File: src/rtl/mem_arbiter.sv
// Two-master arbiter for a shared program memory: one access at a time, two cycles per access.
// Define MEM_ARBITER_RR_EN for round-robin arbitration; otherwise m0 has fixed priority.
module mem_arbiter #(
  parameter int ADDR_W = 32,
  parameter int DATA_W = 32
) (
  input  logic                clk,
  input  logic                rst,
  input  logic [ADDR_W-1:0]   m0_addr,
  input  logic [DATA_W-1:0]   m0_wdata,
  input  logic [DATA_W/8-1:0] m0_wstrb,
  input  logic                m0_rstrb,
  output logic [DATA_W-1:0]   m0_rdata,
  output logic                m0_done,
  output logic                m0_busy,
  input  logic [ADDR_W-1:0]   m1_addr,
  input  logic [DATA_W-1:0]   m1_wdata,
  input  logic [DATA_W/8-1:0] m1_wstrb,
  input  logic                m1_rstrb,
  output logic [DATA_W-1:0]   m1_rdata,
  output logic                m1_done,
  output logic                m1_busy,
  output logic [ADDR_W-1:0]   s_addr,
  output logic [DATA_W-1:0]   s_wdata,
  output logic [DATA_W/8-1:0] s_wstrb,
  output logic                s_rstrb,
  input  logic [DATA_W-1:0]   s_rdata,
  output logic [1:0]          grant
);

  localparam int STRB_W = DATA_W / 8;

  typedef enum logic [1:0] {IDLE, ACCESS, DONE} state_e;

  state_e              state_q, state_d;
  logic [ADDR_W-1:0]   addr_q, addr_d;
  logic [DATA_W-1:0]   wdata_q, wdata_d;
  logic [STRB_W-1:0]   wstrb_q, wstrb_d;
  logic                rstrb_q, rstrb_d;
  logic                rd_q, rd_d;
  logic [1:0]          grant_q, grant_d;
  logic [DATA_W-1:0]   rdata0_q, rdata0_d;
  logic [DATA_W-1:0]   rdata1_q, rdata1_d;
  logic                req0, req1, cand0, cand1, win0, win1, done0, done1;

  assign req0 = m0_rstrb | (|m0_wstrb);
  assign req1 = m1_rstrb | (|m1_wstrb);

  // A lone request still held by the master completing in DONE is its finished access, not a new one.
  assign cand0 = req0 & ~((state_q == DONE) & grant_q[0] & ~req1);
  assign cand1 = req1 & ~((state_q == DONE) & grant_q[1] & ~req0);

`ifdef MEM_ARBITER_RR_EN
  logic rr_q, rr_d;

  always_comb begin
    rr_d = rr_q;
    if (win0) rr_d = 1'b1;
    if (win1) rr_d = 1'b0;
  end

  always_ff @(posedge clk) begin
    if (rst) rr_q <= 1'b0;
    else     rr_q <= rr_d;
  end
`endif

  always_comb begin
    win0 = 1'b0;
    win1 = 1'b0;
    if (state_q != ACCESS) begin
      if (cand0 && cand1) begin
`ifdef MEM_ARBITER_RR_EN
        win0 = ~rr_q;
        win1 = rr_q;
`else
        win0 = 1'b1;
`endif
      end else begin
        win0 = cand0;
        win1 = cand1;
      end
    end
  end

  always_ff @(posedge clk) begin
    if (rst) begin
      state_q  <= IDLE;
      addr_q   <= '0;
      wdata_q  <= '0;
      wstrb_q  <= '0;
      rstrb_q  <= 1'b0;
      rd_q     <= 1'b0;
      grant_q  <= 2'b00;
      rdata0_q <= '0;
      rdata1_q <= '0;
    end else begin
      state_q  <= state_d;
      addr_q   <= addr_d;
      wdata_q  <= wdata_d;
      wstrb_q  <= wstrb_d;
      rstrb_q  <= rstrb_d;
      rd_q     <= rd_d;
      grant_q  <= grant_d;
      rdata0_q <= rdata0_d;
      rdata1_q <= rdata1_d;
    end
  end

  always_comb begin
    state_d = state_q;
    unique case (state_q)
      IDLE, DONE: state_d = (win0 || win1) ? ACCESS : IDLE;
      ACCESS:     state_d = DONE;
      default:    state_d = IDLE;
    endcase
  end

  // A reset arriving in DONE suppresses the completion as well as the capture.
  assign done0 = (state_q == DONE) & grant_q[0] & ~rst;
  assign done1 = (state_q == DONE) & grant_q[1] & ~rst;

  always_comb begin
    addr_d   = addr_q;
    wdata_d  = wdata_q;
    wstrb_d  = wstrb_q;
    rstrb_d  = rstrb_q;
    rd_d     = rd_q;
    grant_d  = grant_q;
    rdata0_d = rdata0_q;
    rdata1_d = rdata1_q;
    if (done0 && rd_q) rdata0_d = s_rdata;
    if (done1 && rd_q) rdata1_d = s_rdata;
    if (win0 || win1) begin
      addr_d  = win1 ? m1_addr  : m0_addr;
      wdata_d = win1 ? m1_wdata : m0_wdata;
      wstrb_d = win1 ? m1_wstrb : m0_wstrb;
      rstrb_d = win1 ? m1_rstrb : m0_rstrb;
      rd_d    = win1 ? m1_rstrb : m0_rstrb;
      grant_d = {win1, win0};
    end else if (state_q == ACCESS) begin
      rstrb_d = 1'b0;
      wstrb_d = '0;
    end else begin
      grant_d = 2'b00;
    end
  end

  assign s_addr   = addr_q;
  assign s_wdata  = wdata_q;
  assign s_wstrb  = wstrb_q;
  assign s_rstrb  = rstrb_q;
  assign grant    = grant_q;
  assign m0_done  = done0;
  assign m1_done  = done1;

  // Read data is forwarded in the completion cycle and held in the register afterwards.
  assign m0_rdata = (done0 && rd_q) ? s_rdata : rdata0_q;
  assign m1_rdata = (done1 && rd_q) ? s_rdata : rdata1_q;

  assign m0_busy  = req0 & ~win0 & ~(((state_q == ACCESS) || (state_q == DONE)) & grant_q[0]);
  assign m1_busy  = req1 & ~win1 & ~(((state_q == ACCESS) || (state_q == DONE)) & grant_q[1]);

endmodule

File: config.mk
export PLATFORM = sky130hd
export DESIGN_NAME = mem_arbiter
export DESIGN_NICKNAME = d
export VERILOG_FILES = /design/src/rtl/mem_arbiter.sv
export SDC_FILE = /design/constraint.sdc
export NUM_CORES = 1
export LEC_CHECK = 0
export BUFFER_PORTS_ARGS = -buffer_cell sky130_fd_sc_hd__buf_2
export CORE_MARGIN = 1.5
export CORE_UTILIZATION = 40
export CTS_CLUSTER_DIAMETER = 40
export CTS_CLUSTER_SIZE = 8
export DETAILED_ROUTE_END_ITERATION = 8
export PLACE_DENSITY = 0.8
export SYNTH_ARGS = -nofsm -noshare
export SYNTH_HDL_FRONTEND = slang
export SYNTH_SLANG_ARGS = --single-unit
export TNS_END_PERCENT = 30
File: constraint.sdc
create_clock -name clk -period 2.8 [get_ports clk]
set_input_delay 0.42 -clock clk [delete_from_list [all_inputs] [get_ports clk]]
set_output_delay 0.42 -clock clk [all_outputs]
set_load 0.05 [all_outputs]
==> flow_metrics.py <==
metrics = {
    "sta": {
        "worstMarginPinSlew_ns": 0.823,
        "skew_ns": 0.00854,
        "hold_slack_ns": 0.289,
        "drv_slew": 0,
        "period_minus_slack_ns": 2.64,
        "fmax_mhz": 378,
        "hold_viol": 0,
        "slew_headroom_pct": 45.2,
        "period_share_pct": 94.4,
        "finalSetupViolations": 0,
        "grt_setup_unrepaired": "no",
    },
    "power_and_ir_drop": {
        "p_seq_share_pct": 35.2,
        "power_leakage_nw": 4.11,
        "p_int_w": 0.00412,
        "p_sw_share_pct": 36.3,
        "p_switching_w": 0.00234,
        "powerDensity_mw_per_mm2": 745,
        "comb_power_share_pct": 30.3,
        "finalPower_w": 0.00646,
        "ir_drop_mv": 0.523,
        "clkPwrFrac_pct": 34.5,
    },
    "routing": {
        "drt_pass1_iterations": 5,
        "wire_per_inst_um": 17.1,
        "dr.max_layer_used": "met4",
        "drt-initial-drc-count": 468,
        "wl_met3_um": 1670,
        "drc_errors": 0,
        "ant_nets": 0,
        "met2_length_um": 9780,
        "met1_length_um": 7990,
        "totalWireLength_um": 20000,
        "drt-vias-per-instance": 5.59,
        "vias": 6520,
    },
    "floorplanning": {
        "core_area_mm2": 0.0153,
        "ios": 311,
        "start_util_pct": 41.3,
        "rows": 45,
        "die-area_mm2": 0.0166,
        "dieHeight_um": 129,
        "die_x_um": 129,
    },
    "logic_synthesis": {
        "yosys_register_bits": 138,
        "synth_cells": 675,
        "synth_edf_count": 0,
        "synthArstFlopShare_pct": 0,
        "dominantRegCellSynth": "dfxtp_1",
        "ys_seq_area_share_pct": 43.7,
        "synth_nets": 851,
        "synth.avg_cell_area_um2": 9.37,
        "yosys_warnings": 0,
        "synth.distinct_cells": 35,
        "synth_area_mm2": 0.00632,
    },
    "setup_path": {
        "cp.arrival_ns": 2.22,
        "reg2reg_depth": 7,
        "crit_path_end": "m0_rdata[30]",
        "startpoint": "state_q[0]$_SDFF_PP0_",
        "r2r_setup_slack_ns": 0.40,
        "start_kind": "flip-flop",
        "cp-end-kind": "output pin",
        "r2r-end": "s_wdata[17]$_SDFFE_PP0P_",
        "r2r-start": "state_q[1]$_SDFF_PP0_",
        "critPathMaxFanout": 16,
        "critPathKind": "reg -> out",
        "cp.required_ns": 2.38,
    },
    "clock_tree": {
        "post_cts_buffers": 0,
        "clk_pin_slew_ns": 0.06,
        "clock_path_buffers": 2,
        "clock-sinks": 138,
        "clkLatencyLatePin_ns": 0.41,
        "tritoncts": "built",
        "root_buffer": "clkbuf_16",
        "numCtsBuffers": 17,
        "htreeDepth": 4,
    },
    "flow_run": {
        "cap_viol_max_count": 0,
    },
    "final_layout": {
        "fin_cells": 1167,
        "fill_cells": 1388,
        "n_antenna_cell": 0,
        "layout_common_cells": "buf_2, dfxtp_1, nor3_1",
        "syn2layout_area_growth_pct": 37.1,
        "mostFrequentLayoutCell": "buf_2",
        "nets": 1119,
        "layout-drive-gt1-share_pct": 45.5,
    },
    "global_routing": {
        "grt_pass1_wl_um": 30400,
        "antenna_found_initial": 0,
        "grt_pass1_vias": 6071,
        "globalRoute.totalOverflow": 0,
        "grt_max_degree": 77,
        "track_usage_pct": 22.8,
    },
    "worst_hold_path": {
        "min_path_type": "in -> reg",
    },
    "placed_design": {
        "place.gp.congestion": 0.889,
        "dp_hpwl_um": 13200,
        "port_buffers": 310,
        "dp_cells": 1134,
    },
    "status": {
        "outcome": "finished clean",
    },
}
per-layer routing:
layer	up-vias	GRT usage (%)
met1	3052	27.7
li1	3104	-
met3	38	6.40
met4	0	10.2
met5	-	0
met2	326	37.7
through the flow:
stage	setup WS [ns]	area, um^2	utilization, %	setup TNS [ns]
final	0.157	8670	56.6	0
after floorplan	-0.115	6330	-	-0.115
after CTS	0.0824	8640	56.4	0
after global placement	0.563	8050	52.5	0
after detailed placement	0.411	8050	52.5	0
after global routing	0.0293	8670	56.6	0
cell families after synthesis:
logic type	synth area share, %
multiplexers	11.4
AO/OA/AOI/OAI	12.0
AND/OR/NAND/NOR	26.1
flip-flops	43.7
buffers and inverters	6.01
adder cells (fa/ha/maj)	0.791
final cells by class:
type                    count  area [um^2]  area share, %
clock buffers              20          447           5.15
multi-input cells         453         3230           37.3
inverters                   6         22.5          0.260
repair buffers            327         1800           20.7
well taps                 211          264           3.05
flip-flops and latches    138         2760           31.9
clock inverters            12          141           1.63
how the worst min path moves through the flow:
| stage | slack, ns | start | to | cells after the start |
|---|---|---|---|---|
| 2_1_floorplan | 0.48 | rd_q$_SDFFE_PP0P_ | rd_q$_SDFFE_PP0P_ | 2 |
| 3_3_place_gp | 0.45 | s_wstrb[1]$_SDFFE_PP0P_ | s_wstrb[1]$_SDFFE_PP0P_ | 2 |
| 3_5_place_dp | 0.46 | s_wstrb[3]$_SDFFE_PP0P_ | s_wstrb[3]$_SDFFE_PP0P_ | 2 |
| 4_1_cts | 0.26 | m1_wstrb[3] | s_wstrb[3]$_SDFFE_PP0P_ | 3 |
| 5_1_grt | 0.31 | m1_wstrb[3] | s_wstrb[3]$_SDFFE_PP0P_ | 3 |
| 6_report | 0.29 | m1_wstrb[1] | s_wstrb[1]$_SDFFE_PP0P_ | 3 |
state kept, by name (all words and copies together), names as in the netlist:
register  count
rdata1_q     32
s_addr       32
s_rstrb       1
rdata0_q     32
s_wstrb       4
grant         2
state_q       2
rd_q          1
s_wdata      32
worst max-delay path, cell delays in order (launching register included):
cell and delay [ns]:
dfxtp_1 0.35, inv_1 0.07, ha_1 0.25, and2_1 0.26, nand2_4 0.13, clkbuf_16 0.19, mux2_2 0.35, buf_2 0.21
synth_stat cells (2+ instances only):
| library cell | n | area share [%] |
|---|---|---|
| inv_1 | 6 | 0.36 |
| o311ai_0 | 2 | 0.28 |
| ha_1 | 4 | 0.79 |
| nor3_1 | 132 | 10 |
| a31oi_1 | 3 | 0.30 |
| a22oi_1 | 3 | 0.36 |
| mux2_2 | 64 | 11 |
| o21ai_0 | 3 | 0.24 |
| buf_6 | 4 | 0.71 |
| a211oi_1 | 2 | 0.24 |
| a21oi_1 | 4 | 0.32 |
| clkbuf_4 | 2 | 0.24 |
| buf_4 | 3 | 0.36 |
| buf_2 | 13 | 1.0 |
| clkbuf_1 | 50 | 3.0 |
| o211ai_1 | 2 | 0.24 |
| and2_1 | 66 | 6.5 |
| a32oi_1 | 3 | 0.42 |
| nor2_1 | 10 | 0.59 |
| nand2_1 | 10 | 0.59 |
| buf_1 | 6 | 0.36 |
| nor4_1 | 68 | 6.7 |
| dfxtp_1 | 138 | 44 |
| nand3_1 | 2 | 0.16 |
| a221oi_1 | 64 | 8.9 |
| and3_1 | 2 | 0.20 |
power by group through the flow:
stage / logic (W) / registers (W) / clock network [W]
after floorplan: 0.000775 / 0.00298 / 0
after global placement: 0.00194 / 0.00231 / 0
after detailed placement: 0.00196 / 0.00232 / 0
after CTS: 0.00196 / 0.00228 / 0.00227
after global routing: 0.00208 / 0.00230 / 0.00238
final: 0.00196 / 0.00228 / 0.00223
repair_timing:
item,CTS,global route
resized for setup,0,2
setup endpoints to repair,0,23
hold buffers,0,0
Note: power is estimated with default switching activity, not from simulation.
